<file path="config.mk">
export PLATFORM = sky130hd
export DESIGN_NAME = rrf_alloc
export DESIGN_NICKNAME = d
export VERILOG_FILES = /design/src/rtl/rrf_alloc.sv
export SDC_FILE = /design/constraint.sdc
export NUM_CORES = 2
export LEC_CHECK = 0
export BUFFER_PORTS_ARGS = -buffer_cell sky130_fd_sc_hd__buf_2
export CAP_MARGIN = 20
export CORE_ASPECT_RATIO = 0.8
export CORE_MARGIN = 2
export CORE_UTILIZATION = 50
export DETAILED_ROUTE_END_ITERATION = 16
export PLACE_DENSITY = 0.68
export SYNTH_ARGS = -nofsm -noshare
export SYNTH_HDL_FRONTEND = slang
export SYNTH_SLANG_ARGS = --single-unit
</file>
<file path="constraint.sdc">
create_clock -name clk_i -period 4.84 [get_ports clk_i]
set_clock_uncertainty 0.1 [all_clocks]
set_input_delay 0.242 -clock clk_i [delete_from_list [all_inputs] [get_ports clk_i]]
set_output_delay 0.242 -clock clk_i [all_outputs]
set_load 0.01 [all_outputs]
</file>
<file path="src/rtl/rrf_alloc.sv">
// rtl/rrf_alloc.sv - rename register file with in-order tag allocator; optional RRF_WB_BYPASS_EN forwards same-cycle writeback
module rrf_alloc #(
  parameter int RRF_SEL  = 6,
  parameter int RRF_NUM  = 64,
  parameter int DATA_LEN = 32
) (
  input  logic                clk_i,
  input  logic                reset_i,
  input  logic                alloc_req_i,
  output logic                alloc_ready_o,
  output logic [RRF_SEL-1:0]  alloc_rrftag_o,
  input  logic                wb_en_i,
  input  logic [RRF_SEL-1:0]  wb_rrftag_i,
  input  logic [DATA_LEN-1:0] wb_data_i,
  input  logic [RRF_SEL-1:0]  rs1_rrftag_i,
  input  logic [RRF_SEL-1:0]  rs2_rrftag_i,
  output logic [DATA_LEN-1:0] rs1_rrf_data_o,
  output logic [DATA_LEN-1:0] rs2_rrf_data_o,
  output logic                rs1_rrf_valid_o,
  output logic                rs2_rrf_valid_o,
  output logic                com_valid_o,
  input  logic                com_en_i,
  output logic [RRF_SEL-1:0]  com_rrftag_o,
  output logic [DATA_LEN-1:0] com_data_o,
  output logic [RRF_SEL:0]    free_num_o
);

  localparam logic [RRF_SEL:0]   FULL_CNT = (RRF_SEL+1)'(RRF_NUM);
  localparam logic [RRF_SEL-1:0] PTR_ONE  = {{(RRF_SEL-1){1'b0}}, 1'b1};
  localparam logic [RRF_SEL:0]   CNT_ONE  = {{RRF_SEL{1'b0}}, 1'b1};

  logic [RRF_SEL-1:0]  alloc_ptr_q, alloc_ptr_d;
  logic [RRF_SEL-1:0]  com_ptr_q, com_ptr_d;
  logic [RRF_SEL:0]    free_num_q, free_num_d;
  logic [RRF_NUM-1:0]  alloc_q, alloc_d;
  logic [RRF_NUM-1:0]  valid_q, valid_d;
  logic [DATA_LEN-1:0] data_q [RRF_NUM];

  logic alloc_fire;
  logic wb_accept;
  logic com_fire;
  logic rs1_hit, rs2_hit, com_hit;

  assign alloc_ready_o  = (free_num_q != '0);
  assign alloc_fire     = alloc_req_i & alloc_ready_o;
  // The entry being allocated this cycle still has alloc=0, so a writeback to it drops here.
  assign wb_accept      = wb_en_i & alloc_q[wb_rrftag_i];

`ifdef RRF_WB_BYPASS_EN
  assign rs1_hit = wb_accept & (wb_rrftag_i == rs1_rrftag_i);
  assign rs2_hit = wb_accept & (wb_rrftag_i == rs2_rrftag_i);
  assign com_hit = wb_accept & (wb_rrftag_i == com_ptr_q);
`else
  assign rs1_hit = 1'b0;
  assign rs2_hit = 1'b0;
  assign com_hit = 1'b0;
`endif

  assign rs1_rrf_data_o  = rs1_hit ? wb_data_i : data_q[rs1_rrftag_i];
  assign rs2_rrf_data_o  = rs2_hit ? wb_data_i : data_q[rs2_rrftag_i];
  assign rs1_rrf_valid_o = rs1_hit | valid_q[rs1_rrftag_i];
  assign rs2_rrf_valid_o = rs2_hit | valid_q[rs2_rrftag_i];

  // Empty buffer has alloc_ptr==com_ptr too, so the count disambiguates it from full.
  assign com_valid_o    = (free_num_q != FULL_CNT) & alloc_q[com_ptr_q]
                        & (valid_q[com_ptr_q] | com_hit);
  assign com_fire       = com_en_i & com_valid_o;
  assign com_rrftag_o   = com_ptr_q;
  assign com_data_o     = com_hit ? wb_data_i : data_q[com_ptr_q];
  assign alloc_rrftag_o = alloc_ptr_q;
  assign free_num_o     = free_num_q;

  // Next-state: writeback marks valid, commit retires the head, allocation claims the tail.
  always_comb begin
    alloc_d     = alloc_q;
    valid_d     = valid_q;
    alloc_ptr_d = alloc_ptr_q;
    com_ptr_d   = com_ptr_q;
    free_num_d  = free_num_q;
    if (wb_accept) begin
      valid_d[wb_rrftag_i] = 1'b1;
    end
    if (com_fire) begin
      alloc_d[com_ptr_q] = 1'b0;
      valid_d[com_ptr_q] = 1'b0;
      com_ptr_d          = com_ptr_q + PTR_ONE;
    end
    if (alloc_fire) begin
      alloc_d[alloc_ptr_q] = 1'b1;
      valid_d[alloc_ptr_q] = 1'b0;
      alloc_ptr_d          = alloc_ptr_q + PTR_ONE;
    end
    if (alloc_fire && !com_fire) begin
      free_num_d = free_num_q - CNT_ONE;
    end else if (com_fire && !alloc_fire) begin
      free_num_d = free_num_q + CNT_ONE;
    end
  end

  // Control state registers with synchronous reset discarding all in-flight entries.
  always_ff @(posedge clk_i) begin
    if (reset_i) begin
      alloc_ptr_q <= '0;
      com_ptr_q   <= '0;
      free_num_q  <= FULL_CNT;
      alloc_q     <= '0;
      valid_q     <= '0;
    end else begin
      alloc_ptr_q <= alloc_ptr_d;
      com_ptr_q   <= com_ptr_d;
      free_num_q  <= free_num_d;
      alloc_q     <= alloc_d;
      valid_q     <= valid_d;
    end
  end

  // Data array is never reset; only the valid bits say whether a word is meaningful.
  always_ff @(posedge clk_i) begin
    if (wb_accept) begin
      data_q[wb_rrftag_i] <= wb_data_i;
    end
  end

endmodule
</file>
# [Yosys cells after proc, flatten, opt, wreduce, memory -nomap -nowiden]
# Memories as Yosys holds them, arrays and structs flattened. A register that Yosys moved wholly into a read port is not among the register bits.
# Index checks and enable logic that the tools add are counted.
[word_totals] regBits=147 mem_count=1 word_cells=67 mem_bits_rw=2048 inputBits=55
[classes] n_mux=27 order_cmp=8 eq_ne=1 bitwise_logic=12 addsub=4 reduce_logical=9
[memory_table] memory="data_q" depth=64 width=32 rd=3 rd_clocked_by_memory_dff=1 write_ports=1 line="37" text="logic [DATA_LEN-1:0] data_q [RRF_NUM];"
[op_table] cell="64-bit two-way mux" count=5
[op_table] cell="64-bit AND" count=3
[op_table] cell="64-bit NOT" count=2
[op_table] cell="64-bit OR" count=2
[op_table] cell="6-bit by 7-bit less-than comparator with 1-bit output, second input constant" count=5
[op_table] cell="1-bit binary-select mux with 6-bit select" count=5
[op_table] cell="1-bit demux with 6-bit select" count=3
[op_table] cell="6-bit by 1-bit >= comparator with 1-bit output, second input constant" count=3
[op_table] cell="7-bit two-way mux" count=2
[op_table] cell="6-bit by 1-bit adder with 6-bit output, second input constant" count=2
[op_table] cell="6-bit two-way mux" count=2
[op_table] cell="1-bit two-way mux" count=10
[op_table] cell="7-bit by 1-bit adder with 7-bit output, second input constant" count=1
[op_table] cell="7-bit != test, second input constant" count=1
[op_table] cell="7-bit nonzero test" count=1
[op_table] cell="7-bit by 1-bit subtractor with 7-bit output, second input constant" count=1
[op_table] cell="1-bit AND" count=5
[op_table] cell="1-bit logical AND" count=5
[op_table] cell="1-bit zero test" count=2
[op_table] cell="2-bit nonzero test" count=1

# [Longest topological paths before layout]
[depth] depth_word=10 mapped_depth=22 mapped_depth_nobuf=17

# [Worst setup path before layout]
# No wires, ideal clock.
[synth_path] path_type="register -> register" from="register com_ptr_q[1] (netlist: com_rrftag_o[1])" to="register free_num_q[6] (netlist: free_num_o[6])" required_time_ps=4608 path_buffers=4 synth_period_minus_slack_ps=5189 setup_slack_ps=-349 t_arrival_ps=4957 stages_incl_launch_ff=22 setup_ps=132 path_cell_list="dfxtp_1 -> buf_2 -> buf_2 -> buf_2 -> nand3b_1 -> o22ai_1 -> o31a_1 -> a221oi_1 -> nand4_1 -> nor3_1 -> inv_1 -> ha_1 -> buf_1 -> xor2_1 -> ha_1 -> a21oi_1 -> o21ai_0 -> a221oi_1 -> o21bai_1 -> a222oi_1 -> nor3_1 -> or3b_2"
[synth_between] elab_chain_len=8 word_cells_on_any_way=12 classes_between="mux: 5; bitwise: 3; reduce/logical: 4"
[synth_lines] element="start: declaration" line="33" text="logic [RRF_SEL-1:0] com_ptr_q, com_ptr_d;"
[synth_lines] element="start signal: assignment" line="110" text="com_ptr_q <= com_ptr_d;"
[synth_lines] element="1-bit binary-select mux with 6-bit select" line="65" text="assign com_valid_o = (free_num_q != FULL_CNT) & alloc_q[com_ptr_q]"
[synth_lines] element="1-bit two-way mux (not written as such)" line="65"
[synth_lines] element="1-bit AND" line="65"
[synth_lines] element="1-bit AND (*)" line="66" text="& (valid_q[com_ptr_q] | com_hit);"
[synth_lines] element="1-bit AND (*)" line="67" text="assign com_fire = com_en_i & com_valid_o;"
[synth_lines] element="1-bit zero test" line="93" text="if (alloc_fire && !com_fire) begin"
[synth_lines] element="1-bit logical AND" line="93"
[synth_lines] element="7-bit two-way mux or 2-bit nonzero test (tied branches)"
[synth_lines] element="end signal: assignment" line="111" text="free_num_q <= free_num_d;"
[synth_lines] element="end: declaration" line="34" text="logic [RRF_SEL:0] free_num_q, free_num_d;"
# Every way passes the cells marked *; elsewhere a longest branch is shown, timed or not. The select of a mux whose other input is x is not followed.
# A chain may end at the register's enable or synchronous reset.

# [Worst setup path in the final report]
[layout_path] from="register com_ptr_q[2] (netlist: com_rrftag_o[2])" to="register free_num_q[6] (netlist: free_num_o[6])"
# The elaborated chain is that of the path after synthesis.

==> flow_summary.toml <==
[run_status]
status = "finished, final reports clean"

[global_routing]
grt_antenna_before_repair = 38
grt_pass1_wl_mm = 598
track_usage_pct = 35.9
grt_max_degree = 146
gr-total-overflow = 0
grt_pass1_vias = 72400

[setup_path]
critPathMaxFanout = 13
worst-setup-path-type = "reg2reg"
crit_path_start_kind = "flip-flop"
crit_path_end_kind = "flip-flop"
worst_path_max_delay_cell = "or3b_2"
crit_path_max_incr_delay_ns = 0.44
cp_cell_sequence = "buf_12, buf_4, buf_4, nand2_1, o21ai_0, a221o_1, nand2_1, nand4_1, nor3_4, inv_1, ha_1, xor2_1, ha_1, a21oi_2, o21ai_0, a221oi_2, o21bai_1, a222oi_1, nor3_1, or3b_2"
crit_required_ns = 5.49
critical_path_arrival_ns = 5.30

[power_and_ir_drop]
total_power_mw = 42.2
p_per_area_nw_per_um2 = 311
ir_drop_mv = 0.285
leakagePower_nw = 40.8

[synth]
synth_fp_nets = 5967
synth_cells = 5907
yosysSeqAreaShare_pct = 54.0
synth_top_cell_area_share_pct = 51.4
yosysWarnings = 0
ys_types = 72
post-synth-top-count-cell = "edfxtp_1"
synth_edf_count = 2048
syn_area_per_cell_um2 = 20.3
synth_common_cells = "2048 x edfxtp_1, 2028 x mux4_2, 355 x clkbuf_1, 278 x nor2_1, 175 x buf_1"
async_flop_share_pct = 0
ys_ff_latch = 2201
synth_area_um2 = 120000
synth_area_leader_cell = "edfxtp_1"
synth.area.top_cells = "edfxtp_1 51%, mux4_2 38%, dfxtp_1 2.6%"
synth_flop_cell = "edfxtp_1"

[drt]
wirelength_mm = 434
wl_per_cell_um = 45.4
drc = 0
viasPerCell = 7.85
vias = 75100
ant_nets = 0
drt_pass1_iterations = 8
drt-initial-drc-count = 13700

[sta]
hold_violations = 0
setup_viol = 0
fin_crit_ns = 4.65
finalMaxSlewViolations = 0
max_slew.worst_pin.slew_ns = 1.24
slew_headroom_pct = 16.3
timing.fmax_mhz = 215
hold_slack_ns = 0.0733
period_share_pct = 96.1

[die]
die_w_um = 551
ios = 174
std_cell_rows = 160
die-area_um2 = 243000
die_h_um = 442
core-area_um2 = 238000
initial_core_util_pct = 50.3

[layout]
layout.nets = 6250
area_delta_synth_final_pct = 13.5
drive_above_1_share_pct = 49.6
fin_cells = 9565

[flow_run]
drv_cap = 0

[placement]
io_buffers = 173
hpwl_mm = 274
place_inst = 9054
gp_congestion = 0.954

[clock_network]
cts.reportedPaths.clkPinSlew_ns = 0.07
cts_made_buffers = 226
cts_root_buf = "clkbuf_16"
clockBufferDepth = 4
clock_sink_count = 2201
tritoncts = "built"
clk_latency_ns = 0.90
h-tree-depth = 4

[worst_hold_path]
hold_class = "in2reg"
[flip-flops by register name, indices dropped and copies added (netlist names), named ones only]
signal / count
valid_q: 64
alloc_rrftag_o: 6
com_rrftag_o: 6
alloc_q: 64
free_num_o: 7
data_q: 2048
[layout make-up]
cell class              instances  area, µm²
diodes                         37       92.6
clock buffers                 262       5880
clock inverters               145       1320
fillers                     17400     102000
inverters                       9       37.5
multi-input cells            3112      53300
flip-flops and latches       2201      64600
well taps                    3159       3950
repair buffers                640       6680
[layer usage]
metal / track usage, % / wire length [µm] / part of all wire, % / vias to the layer above
met5: 0.117 / 610 / 0.14 / -
met4: 14.7 / 20700 / 4.8 / 36
met3: 13.6 / 70900 / 16 / 1085
met2: 50.5 / 188000 / 43 / 6697
met1: 50.8 / 154000 / 35 / 40000
li1: - / - / - / 27300
[cell usage in the layout, fill, tap and decap left out, types with 46 or more instances in the layout]
cell       count
a21oi_1       56
buf_12       163
buf_2        160
buf_4        262
clkbuf_16    230
clkinv_1      53
dfxtp_1      144
edfxtp_1    2048
mux2_2        58
mux2i_1       72
mux4_2      2028
nand2_1       75
nand2b_1      46
nor2_1       213
nor2_4        64
o21ai_0       66
[final timing paths]
path,from,end,slack [ns],cells after the start
min,wb_en_i,valid_q[4],0.07,5
max,com_rrftag_o[2],free_num_o[6],0.19,20
max reg2reg,com_rrftag_o[2],free_num_o[6],0.19,20
min reg2reg,alloc_q[16],alloc_q[16],0.39,2
[metrics by stage]
stage | util [%] | setup TNS (ns) | worst slack (ns) | cell area (µm²)
2_1_floorplan | - | 0 | 0.0165 | 120000
3_3_place_gp | 53.6 | 0 | 0.0334 | 128000
3_5_place_dp | 53.6 | 0 | 0.133 | 128000
4_1_cts | 56.8 | 0 | 0.0604 | 135000
5_1_grt | 57.1 | -0.00548 | -0.00548 | 136000
6_report | 57.1 | 0 | 0.189 | 136000
[cells by family (layout without fill, tap and decap cells)]
kind of cell             Yosys count  in the layout  synth area share, %
AO/OA/AOI/OAI                    366            366                 2.35
XOR/XNOR                          11             11               0.0805
adder cells (fa/ha/maj)            5              5               0.0523
buffers and inverters            594           1056                 1.95
flip-flops                      2201           2201                 54.0
multiplexers                    2160           2160                 39.3
other                              0             37                    0
AND/OR/NAND/NOR                  570            570                 2.27
[worst max-delay path, delay by kind of cell (launching register included)]
family | cells | cell delay [ns]
DFF | 1 | 0.42
and+or+nand+nor | 6 | 1.23
AOI/OAI and AO/OA | 7 | 1.58
buffers and inverters | 4 | 0.61
adders and majority gates | 2 | 0.42
xor gates and xnor gates | 1 | 0.15
[report_power, final]
part	switching [mW]	internal (mW)
sequential	0.0491	20.8
clock	7.72	9.83
combinational	2.22	1.62
total	9.99	32.2
[timing repair]
action,CTS,global route
buffers inserted,0,4
hold buffers,19,16
endpoints found under the hold margin,697,942
gates resized for setup,0,7
setup endpoints to repair,0,2
Power figures use the tool's default switching activity.
